File: config.mk
export PLATFORM = sky130hd
export DESIGN_NAME = rf_write_scheduler_flat
export DESIGN_NICKNAME = d
export VERILOG_FILES = /design/src/rtl/sp_pkg.sv /design/src/rtl/rf_write_scheduler_if.sv /design/src/rtl/rf_write_scheduler_rr_arbiter.sv /design/src/rtl/rf_write_scheduler.sv /design/src/flat_wrapper.sv
export SDC_FILE = /design/constraint.sdc
export NUM_CORES = 1
export LEC_CHECK = 0
export BUFFER_PORTS_ARGS = -buffer_cell sky130_fd_sc_hd__buf_2
export CAP_MARGIN = 20
export CORE_ASPECT_RATIO = 1.25
export CORE_MARGIN = 2
export CORE_UTILIZATION = 40
export CTS_CLUSTER_DIAMETER = 200
export DETAILED_ROUTE_END_ITERATION = 8
export GPL_ROUTABILITY_DRIVEN = 0
export GPL_TIMING_DRIVEN = 0
export PLACE_DENSITY = 0.72
export SKIP_CTS_REPAIR_TIMING = 1
export SLEW_MARGIN = 20
export SYNTH_ARGS = -nofsm -noshare
export SYNTH_HDL_FRONTEND = slang
export SYNTH_SLANG_ARGS = --single-unit
File: constraint.sdc
create_clock -name clk_i -period 1.4 [get_ports clk_i]
set_input_delay 0.07 -clock clk_i [delete_from_list [all_inputs] [get_ports clk_i]]
set_output_delay 0.07 -clock clk_i [all_outputs]
set_load 0.01 [all_outputs]
File: src/rtl/sp_pkg.sv
// Shared single-port core package: register file geometry and
// the writeback request bundle carried into the write scheduler.
package sp_pkg;

  localparam int XLEN           = 32;
  localparam int REG_ADDR_WIDTH = 3;
  localparam int NUM_REG        = 8;

  typedef struct packed {
    logic [REG_ADDR_WIDTH-1:0] addr;
    logic [XLEN-1:0]           data;
  } wb_req_t;

endpackage

File: src/rtl/rf_write_scheduler_if.sv
// Writeback request bus: one valid/ready/payload lane per
// requester, shared by the execute/memory units.
interface rf_write_scheduler_if #(
  parameter int NUM_REQ = 2
);
  import sp_pkg::*;

  logic    [NUM_REQ-1:0] req_valid;
  logic    [NUM_REQ-1:0] req_ready;
  wb_req_t [NUM_REQ-1:0] req;

  modport master (
    output req_valid,
    output req,
    input  req_ready
  );

  modport slave (
    input  req_valid,
    input  req,
    output req_ready
  );

endinterface

File: src/rtl/rf_write_scheduler_rr_arbiter.sv
// Round-robin arbiter: combinational one-hot grant searching
// upward from a registered pointer, advanced past each winner.
module rr_arbiter #(
  parameter  int NUM_REQ = 2,
  localparam int IW = (NUM_REQ > 1) ? $clog2(NUM_REQ) : 1
) (
  input  logic               clk_i,
  input  logic               arst_ni,
  input  logic [NUM_REQ-1:0] valid_i,
  input  logic               advance_i,
  output logic [NUM_REQ-1:0] grant_o,
  output logic [IW-1:0]      idx_o
);

  logic [IW-1:0] ptr_q, ptr_d;

  always_comb begin : search
    logic          found;
    logic [IW-1:0] j;
    int            s;
    grant_o = '0;
    idx_o   = '0;
    found   = 1'b0;
    j       = '0;
    s       = 0;
    for (int k = 0; k < NUM_REQ; k++) begin
      s = int'(ptr_q) + k;
      if (s >= NUM_REQ) s = s - NUM_REQ;
      j = IW'(s);
      if (!found && valid_i[j]) begin
        found      = 1'b1;
        grant_o[j] = 1'b1;
        idx_o      = j;
      end
    end
  end

  always_comb begin
    ptr_d = ptr_q;
    if (advance_i) begin
      if (idx_o == IW'(NUM_REQ - 1))
        ptr_d = '0;
      else
        ptr_d = idx_o + 1'b1;
    end
  end

  always_ff @(posedge clk_i or negedge arst_ni) begin
    if (!arst_ni) ptr_q <= '0;
    else          ptr_q <= ptr_d;
  end

endmodule

File: src/rtl/rf_write_scheduler.sv
// Register file write-port scheduler: RR arbitration of writeback
// requesters, registered write stage and per-register busy scoreboard.
module rf_write_scheduler
  import sp_pkg::*;
#(
  parameter int NUM_REQ = 2
) (
  input  logic                      clk_i,
  input  logic                      arst_ni,
  rf_write_scheduler_if.slave       wb,
  input  logic                      reserve_valid_i,
  input  logic [REG_ADDR_WIDTH-1:0] reserve_addr_i,
  output logic [REG_ADDR_WIDTH-1:0] rd_addr_o,
  output logic [XLEN-1:0]           rd_data_o,
  output logic                      rd_en_o,
  output logic [NUM_REG-1:0]        busy_o
);

  localparam int IW = (NUM_REQ > 1) ? $clog2(NUM_REQ) : 1;

  logic [IW-1:0] win_idx;
  logic          xfer;
  wb_req_t       win_req;

  logic                      en_q, en_d;
  logic [REG_ADDR_WIDTH-1:0] addr_q, addr_d;
  logic [XLEN-1:0]           data_q, data_d;
  logic [NUM_REG-1:0]        busy_q, busy_d;

  // The write port never stalls: any valid means a transfer.
  assign xfer    = |wb.req_valid;
  assign win_req = wb.req[win_idx];

  rr_arbiter #(
    .NUM_REQ (NUM_REQ)
  ) u_arb (
    .clk_i     (clk_i),
    .arst_ni   (arst_ni),
    .valid_i   (wb.req_valid),
    .advance_i (xfer),
    .grant_o   (wb.req_ready),
    .idx_o     (win_idx)
  );

  always_comb begin
    en_d   = xfer && (win_req.addr != '0);
    addr_d = addr_q;
    data_d = data_q;
    if (xfer) begin
      addr_d = win_req.addr;
      data_d = win_req.data;
    end
  end

  // Clear on commit, then set on reserve so reserve wins.
  always_comb begin
    busy_d = busy_q;
    if (en_q) busy_d[addr_q] = 1'b0;
    if (reserve_valid_i) busy_d[reserve_addr_i] = 1'b1;
    busy_d[0] = 1'b0;
  end

  always_ff @(posedge clk_i or negedge arst_ni) begin
    if (!arst_ni) begin
      en_q   <= 1'b0;
      addr_q <= '0;
      data_q <= '0;
      busy_q <= '0;
    end else begin
      en_q   <= en_d;
      addr_q <= addr_d;
      data_q <= data_d;
      busy_q <= busy_d;
    end
  end

  assign rd_en_o   = en_q;
  assign rd_addr_o = addr_q;
  assign rd_data_o = data_q;
  assign busy_o    = busy_q;

endmodule

File: src/flat_wrapper.sv
// flat-port wrapper written by rule: the top's interface ports become plain ports
module rf_write_scheduler_flat import sp_pkg::*;
#(
  parameter int NUM_REQ = 2
)
  (clk_i, arst_ni, reserve_valid_i, reserve_addr_i, rd_addr_o, rd_data_o, rd_en_o, busy_o, wb_req_valid, wb_req, wb_req_ready);
  rf_write_scheduler_if #(.NUM_REQ(NUM_REQ)) wb_i ();
  input  logic clk_i;
  input  logic arst_ni;
  input  logic reserve_valid_i;
  input  logic [REG_ADDR_WIDTH-1:0] reserve_addr_i;
  output logic [REG_ADDR_WIDTH-1:0] rd_addr_o;
  output logic [XLEN-1:0] rd_data_o;
  output logic rd_en_o;
  output logic [NUM_REG-1:0] busy_o;
  input wire logic [$bits(wb_i.req_valid)-1:0] wb_req_valid;
  input wire logic [$bits(wb_i.req)-1:0] wb_req;
  output wire logic [$bits(wb_i.req_ready)-1:0] wb_req_ready;
  assign wb_i.req_valid = wb_req_valid;
  assign wb_i.req = wb_req;
  assign wb_req_ready = wb_i.req_ready;
  rf_write_scheduler #(.NUM_REQ(NUM_REQ)) u_core (.clk_i(clk_i), .arst_ni(arst_ni), .wb(wb_i), .reserve_valid_i(reserve_valid_i), .reserve_addr_i(reserve_addr_i), .rd_addr_o(rd_addr_o), .rd_data_o(rd_data_o), .rd_en_o(rd_en_o), .busy_o(busy_o));
endmodule
Word level (Yosys, flattened, before mapping). Index checks and enable logic that the tools add are counted.

Add/sub/neg operators: 4. Magnitude comparators: 11. Multiplexer cells: 24. Bitwise gates (word level): 4. Reduce and logical (&&, ||, !) cells: 9.

Operator list (count): two-way mux 35 bit (2); two-way mux 8 bit (2); two-way mux 1 bit (14); bitwise AND 8 bit (1); < comparator 3 x 4 -> 1 bit, second input constant (2); NOT 8 bit (1); bitwise OR 8 bit (1); demux 1 bit (select 3 bit) (2); greater-or-equal comparator 3 x 1 -> 1 bit, second input constant (2); logical AND 1 bit (6); < comparator 1 x 2 -> 1 bit, second input constant (3); two-way mux 2 bit (2); nonzero test 3 bit (1); adder 1 x 1 -> 2 bit, second input constant (1); demux 1 bit (select 1 bit) (2); greater-or-equal comparator 1 bit, second input constant (2); greater-or-equal comparator 1 x 2 -> 1 bit, second input constant (1); greater-or-equal comparator 2 bit, second input constant (1); bitwise OR 2 bit (1); OR reduction 2 bit (1); subtractor 1 bit, second input constant (2); adder 1 bit, second input constant (1); logical NOT 1 bit (1).

Register bits: 44. Input port bits: 78. Output and inout port bits: 46.

Logic depth before layout (Yosys ltp).
Depth in word-level cells: 12. Gate-level depth with buffers: 6.

By module. Synthesis repeated with hierarchy kept, for this count alone.

Cell total of the unflattened synthesis: 198. Area total of the unflattened synthesis: 2230.9 µm².

Modules (own cells, without submodules): rf_write_scheduler (times used 1, cells each 191, area each 2147.1 µm², sequential area each 1076.0 µm²); rr_arbiter (times used 1, cells each 7, area each 83.8 µm², sequential area each 25.0 µm²).

Worst setup path before layout. No wires, ideal clock.

Path kind: register to register. Start: register u_core.u_arb.ptr_q. End: register u_core.data_q[10] (netlist: u_core.rd_data_o[10]). Library setup time: 73 ps. Arrival: 1076 ps. Data required time: 1327 ps. Path slack: 251 ps. Cell stages (with the launch flop): 6. Clock period less this slack: 1149 ps. Cell sequence: dfrtp_1 -> nand2b_4 -> and2_1 -> buf_6 -> buf_6 -> a21oi_2.

Cells in the longest elaborated chain, start to end: 10.

Ends and longest elaborated chain: start: declaration (RTL line rf_write_scheduler_rr_arbiter.sv:15) `logic [IW-1:0] ptr_q, ptr_d;`; start signal: assignment (RTL line rf_write_scheduler_rr_arbiter.sv:50) `else ptr_q <= ptr_d;`; greater-or-equal comparator 1 x 2 -> 1 bit or subtractor 1 bit (tied branches) (RTL line rf_write_scheduler_rr_arbiter.sv:28) `if (s >= NUM_REQ) s = s - NUM_REQ;`; two-way mux 1 bit (RTL line rf_write_scheduler_rr_arbiter.sv:28); two-way mux 1 bit (not written as such) (2 in series) (RTL line rf_write_scheduler_rr_arbiter.sv:30) `if (!found && valid_i[j]) begin`; two-way mux 1 bit (RTL line rf_write_scheduler_rr_arbiter.sv:30); logical NOT 1 bit (RTL line rf_write_scheduler_rr_arbiter.sv:30); logical AND 1 bit (RTL line rf_write_scheduler_rr_arbiter.sv:30); two-way mux 1 bit * (RTL line rf_write_scheduler_rr_arbiter.sv:30); two-way mux 35 bit (not written as such) * (2 in series) (RTL line rf_write_scheduler.sv:32) `assign win_req = wb.req[win_idx];`; end signal: assignment (RTL line rf_write_scheduler.sv:72) `data_q <= data_d;`; end: declaration (RTL line rf_write_scheduler.sv:27) `logic [XLEN-1:0] data_q, data_d;`.

Every way passes the cells marked *; elsewhere a longest branch is shown, timed or not. The select of a mux whose other input is x is not followed. A chain may end at the register's enable or synchronous reset.

Final worst setup path.
Start: register u_core.u_arb.ptr_q. End: output port wb_req_ready[1].

Cells in the longest elaborated chain, start to end: 9.

Ends and longest elaborated chain: adder 1 x 1 -> 2 bit (tied with other cells) (RTL line rf_write_scheduler_rr_arbiter.sv:27) `s = int'(ptr_q) + k;`; greater-or-equal comparator 2 bit (tied with other cells) (RTL line rf_write_scheduler_rr_arbiter.sv:28); two-way mux 1 bit (tied with other cells) (RTL line rf_write_scheduler_rr_arbiter.sv:28); < comparator 1 x 2 -> 1 bit (not written as such) (tied with other cells) (RTL line rf_write_scheduler_rr_arbiter.sv:32) `grant_o[j] = 1'b1;`; logical AND 1 bit (not written as such) or two-way mux 1 bit (tied branches) (RTL line rf_write_scheduler_rr_arbiter.sv:32); two-way mux 1 bit (not written as such) or demux 1 bit (select 1 bit) (tied branches) (RTL line rf_write_scheduler_rr_arbiter.sv:32); demux 1 bit (select 1 bit) or two-way mux 2 bit (tied branches) (RTL line rf_write_scheduler_rr_arbiter.sv:32, rf_write_scheduler_rr_arbiter.sv:30); bitwise OR 2 bit (no source line); two-way mux 2 bit * (RTL line rf_write_scheduler_rr_arbiter.sv:30); end: declaration (RTL line flat_wrapper.sv:18) `output wire logic [$bits(wb_i.req_ready)-1:0] wb_req_ready;`.

Marked as above.

==> impl_metrics.yaml <==
cts:
  cts_buffers: 5
  clkTransAtPathRegs_ns: 0.08
  cts_max_path_buffers: 2
  cts-root-buf: "clkbuf_8"
  cts_tree: "yes"
  clock_latency_ns: 0.29
  cts.sinks: 44
  h-tree-depth: 2
setup_path:
  path_max_fanout: 10
  worst_setup_path_end_kind: "primary output"
  cp-start-kind: "register"
  r2r_start: "u_core.u_arb.ptr_q"
  r2r-end: "u_core.rd_en_o"
  worstSetupPathType: "reg2out"
  cp.required_ns: 1.33
  crit_start: "u_core.u_arb.ptr_q"
  reg2reg_depth: 5
  cp_data_arrival_time_ns: 1.27
  ff2ff_setup_slack_ns: 0.15
run_status:
  status: "complete, no violations"
power:
  p_seq_frac: 0.456
  internal_power_mw: 2.42
  switching_share: 0.307
  pwr-share-comb: 0.310
  peakVddDrop_uv: 533
  power-per-cell-area_nw_per_um2: 1070
  p_sw_mw: 1.07
  p_clk_frac: 0.234
  power_leakage_nw: 1.58
placed_design:
  port_buffers: 121
  hpwl_mm: 4.45
  placed_cells: 411
  placed_area_sq_um: 3030
cells_and_area:
  area_growth_syn_to_layout_pct: 38.9
  utilization: 0.568
  final_cells: 433
  multi_input_area_sq_um: 1030
  diodes: 0
  finalInstanceArea_sq_um: 3260
  nFillCells: 546
  drive_above_1_share: 0.515
  nets: 444
  regArea_sq_um: 1100
yosys:
  ys_ff_latch: 44
  avgSynthCellArea_sq_um: 10.5
  syn_nets: 302
  yosys_warnings: 0
  ys_seq_area_frac: 0.469
  synthCells: 224
  synthDistinctLibCells: 25
  syn_area_sq_um: 2350
sta:
  drv_slew: 0
  fmax_mhz: 747
  setup_viol: 0
  fin_skew_ns: 0.00768
  period_share: 0.956
  hold_viol: 0
  worst_hold_slack_ns: 0.000531
  worst_pin_slew_ns: 0.555
  rsz0062_at_grt: "false"
  fin_crit_ns: 1.34
  finalSetupTns_ns: 0
  slew_headroom: 0.630
floorplanning:
  floorplan.die_area_sq_um: 6500
  die-width_um: 72.5
  core-area_sq_um: 5740
  start_util: 0.409
  ios: 124
  rows: 31
  die_h_um: 89.6
routing:
  routed_wirelength_mm: 5.97
  via_per_inst: 5.06
  wl_per_cell_um: 13.8
  vias: 2189
  drt_iter0_markers: 78
  dr.pass1.iters: 4
  ant_nets: 0
  drc: 0
global_route:
  grt_util_all_layers: 0.188
  grt_pass1_wl_mm: 9.41
  grt_overflow: 0
  grt_pass1_vias: 2067
  grt_max_degree: 45
  antenna_found_initial: 0
min_path:
  hold_depth: 3
  min-delay-start: "wb_req[57]"
  min_path_type: "in2reg"
  min_to: "u_core.rd_data_o[22]"
job:
  max_cap_viol_count: 0
[cell type report]
cell class,instances,area share
tap,66,0.0253
buffer,17,0.0476
inverter,16,0.0184
multi-input combinational,146,0.316
clock buffer,8,0.0276
timing repair buffer,136,0.227
sequential,44,0.338
[worst max-delay path by stage]
stage / end / slack, ns / cells after the start
2_1_floorplan: u_core.rd_data_o[10] / 0.25 / 5
3_3_place_gp: wb_req_ready[1] / 0.19 / 5
3_5_place_dp: u_core.rd_data_o[2] / 0.17 / 5
4_1_cts: wb_req_ready[1] / -0.15 / 5
5_1_grt: wb_req_ready[1] / 0.02 / 4
6_report: wb_req_ready[1] / 0.06 / 4
[power groups by stage]
| stage | Sequential, mW | Combinational [mW] | Clock, mW |
|---|---|---|---|
| global route | 1.63 | 1.21 | 0.900 |
| global placement | 1.62 | 1.02 | 0 |
| finish | 1.60 | 1.08 | 0.818 |
| detailed placement | 1.62 | 1.04 | 0 |
| floorplan | 1.72 | 0.481 | 0 |
| CTS | 1.60 | 1.05 | 0.845 |
[layer usage]
metal / wire (um) / global-route usage
met4: 125 / 0.0741
met2: 3240 / 0.348
met1: 2320 / 0.215
met3: 276 / 0.0346
met5: 0 / 0
[sequential cells by signal (all words and copies together) (netlist names)]
register,cells
u_core.rd_data_o,32
u_core.busy_o,7
u_core.rd_addr_o,3
u_core.rd_en_o,1
u_core.u_arb.ptr_q,1
[placed cells by master, fill, tap and decap left out, types with 2 or more instances in the layout]
cell type	instances
buf_2	125
dfrtp_1	44
nor2_1	39
o22ai_1	20
inv_1	16
buf_4	13
mux2_2	13
o32ai_2	11
nand2_1	10
o21ai_0	10
buf_6	9
a21oi_2	9
o31ai_1	6
mux2_1	6
clkbuf_8	6
dlygate4sd3_1	5
o211ai_1	4
a21oi_1	4
nand2b_1	3
nand3_1	3
o32ai_1	2
clkbuf_1	2
[cells in the mapped netlist, drive strengths merged]
master | number | area share
a21bo | 1 | 0.0043
a21oi | 13 | 0.042
mux2 | 19 | 0.091
o22ai | 20 | 0.053
o32ai | 13 | 0.084
conb | 1 | 0.0016
a32oi | 1 | 0.0037
dfrtp | 44 | 0.47
nor2 | 39 | 0.062
o211ai | 4 | 0.013
buf | 18 | 0.067
nand2b | 4 | 0.014
o31ai | 6 | 0.019
inv | 16 | 0.026
and2 | 1 | 0.0027
o21ai | 10 | 0.021
nand2 | 10 | 0.016
o21a | 1 | 0.0032
nand3 | 3 | 0.0064
[critical path, cell delays in order, from the launching register on]
cell and delay, ns:
dfrtp_1 0.41, nand2b_4 0.16, and2_4 0.16, buf_12 0.13, buf_6 0.11
[cells by family after synthesis]
group / count (synthesis) / synth area share
AO/OA/AOI/OAI: 69 / 0.244
AND/OR/NAND/NOR: 57 / 0.101
flip-flops: 44 / 0.469
buffers and inverters: 34 / 0.0928
multiplexers: 19 / 0.0912
other: 1 / 0.00160
[stage by stage]
| step | power [mW] | setup WS [ns] |
|---|---|---|
| finish | 3.50 | 0.0610 |
| detailed placement | 2.67 | 0.171 |
| CTS | 3.49 | -0.151 |
| global placement | 2.64 | 0.186 |
| floorplan | 2.20 | 0.251 |
| global route | 3.74 | 0.0168 |
No activity file was read; power rests on OpenSTA's default activity.
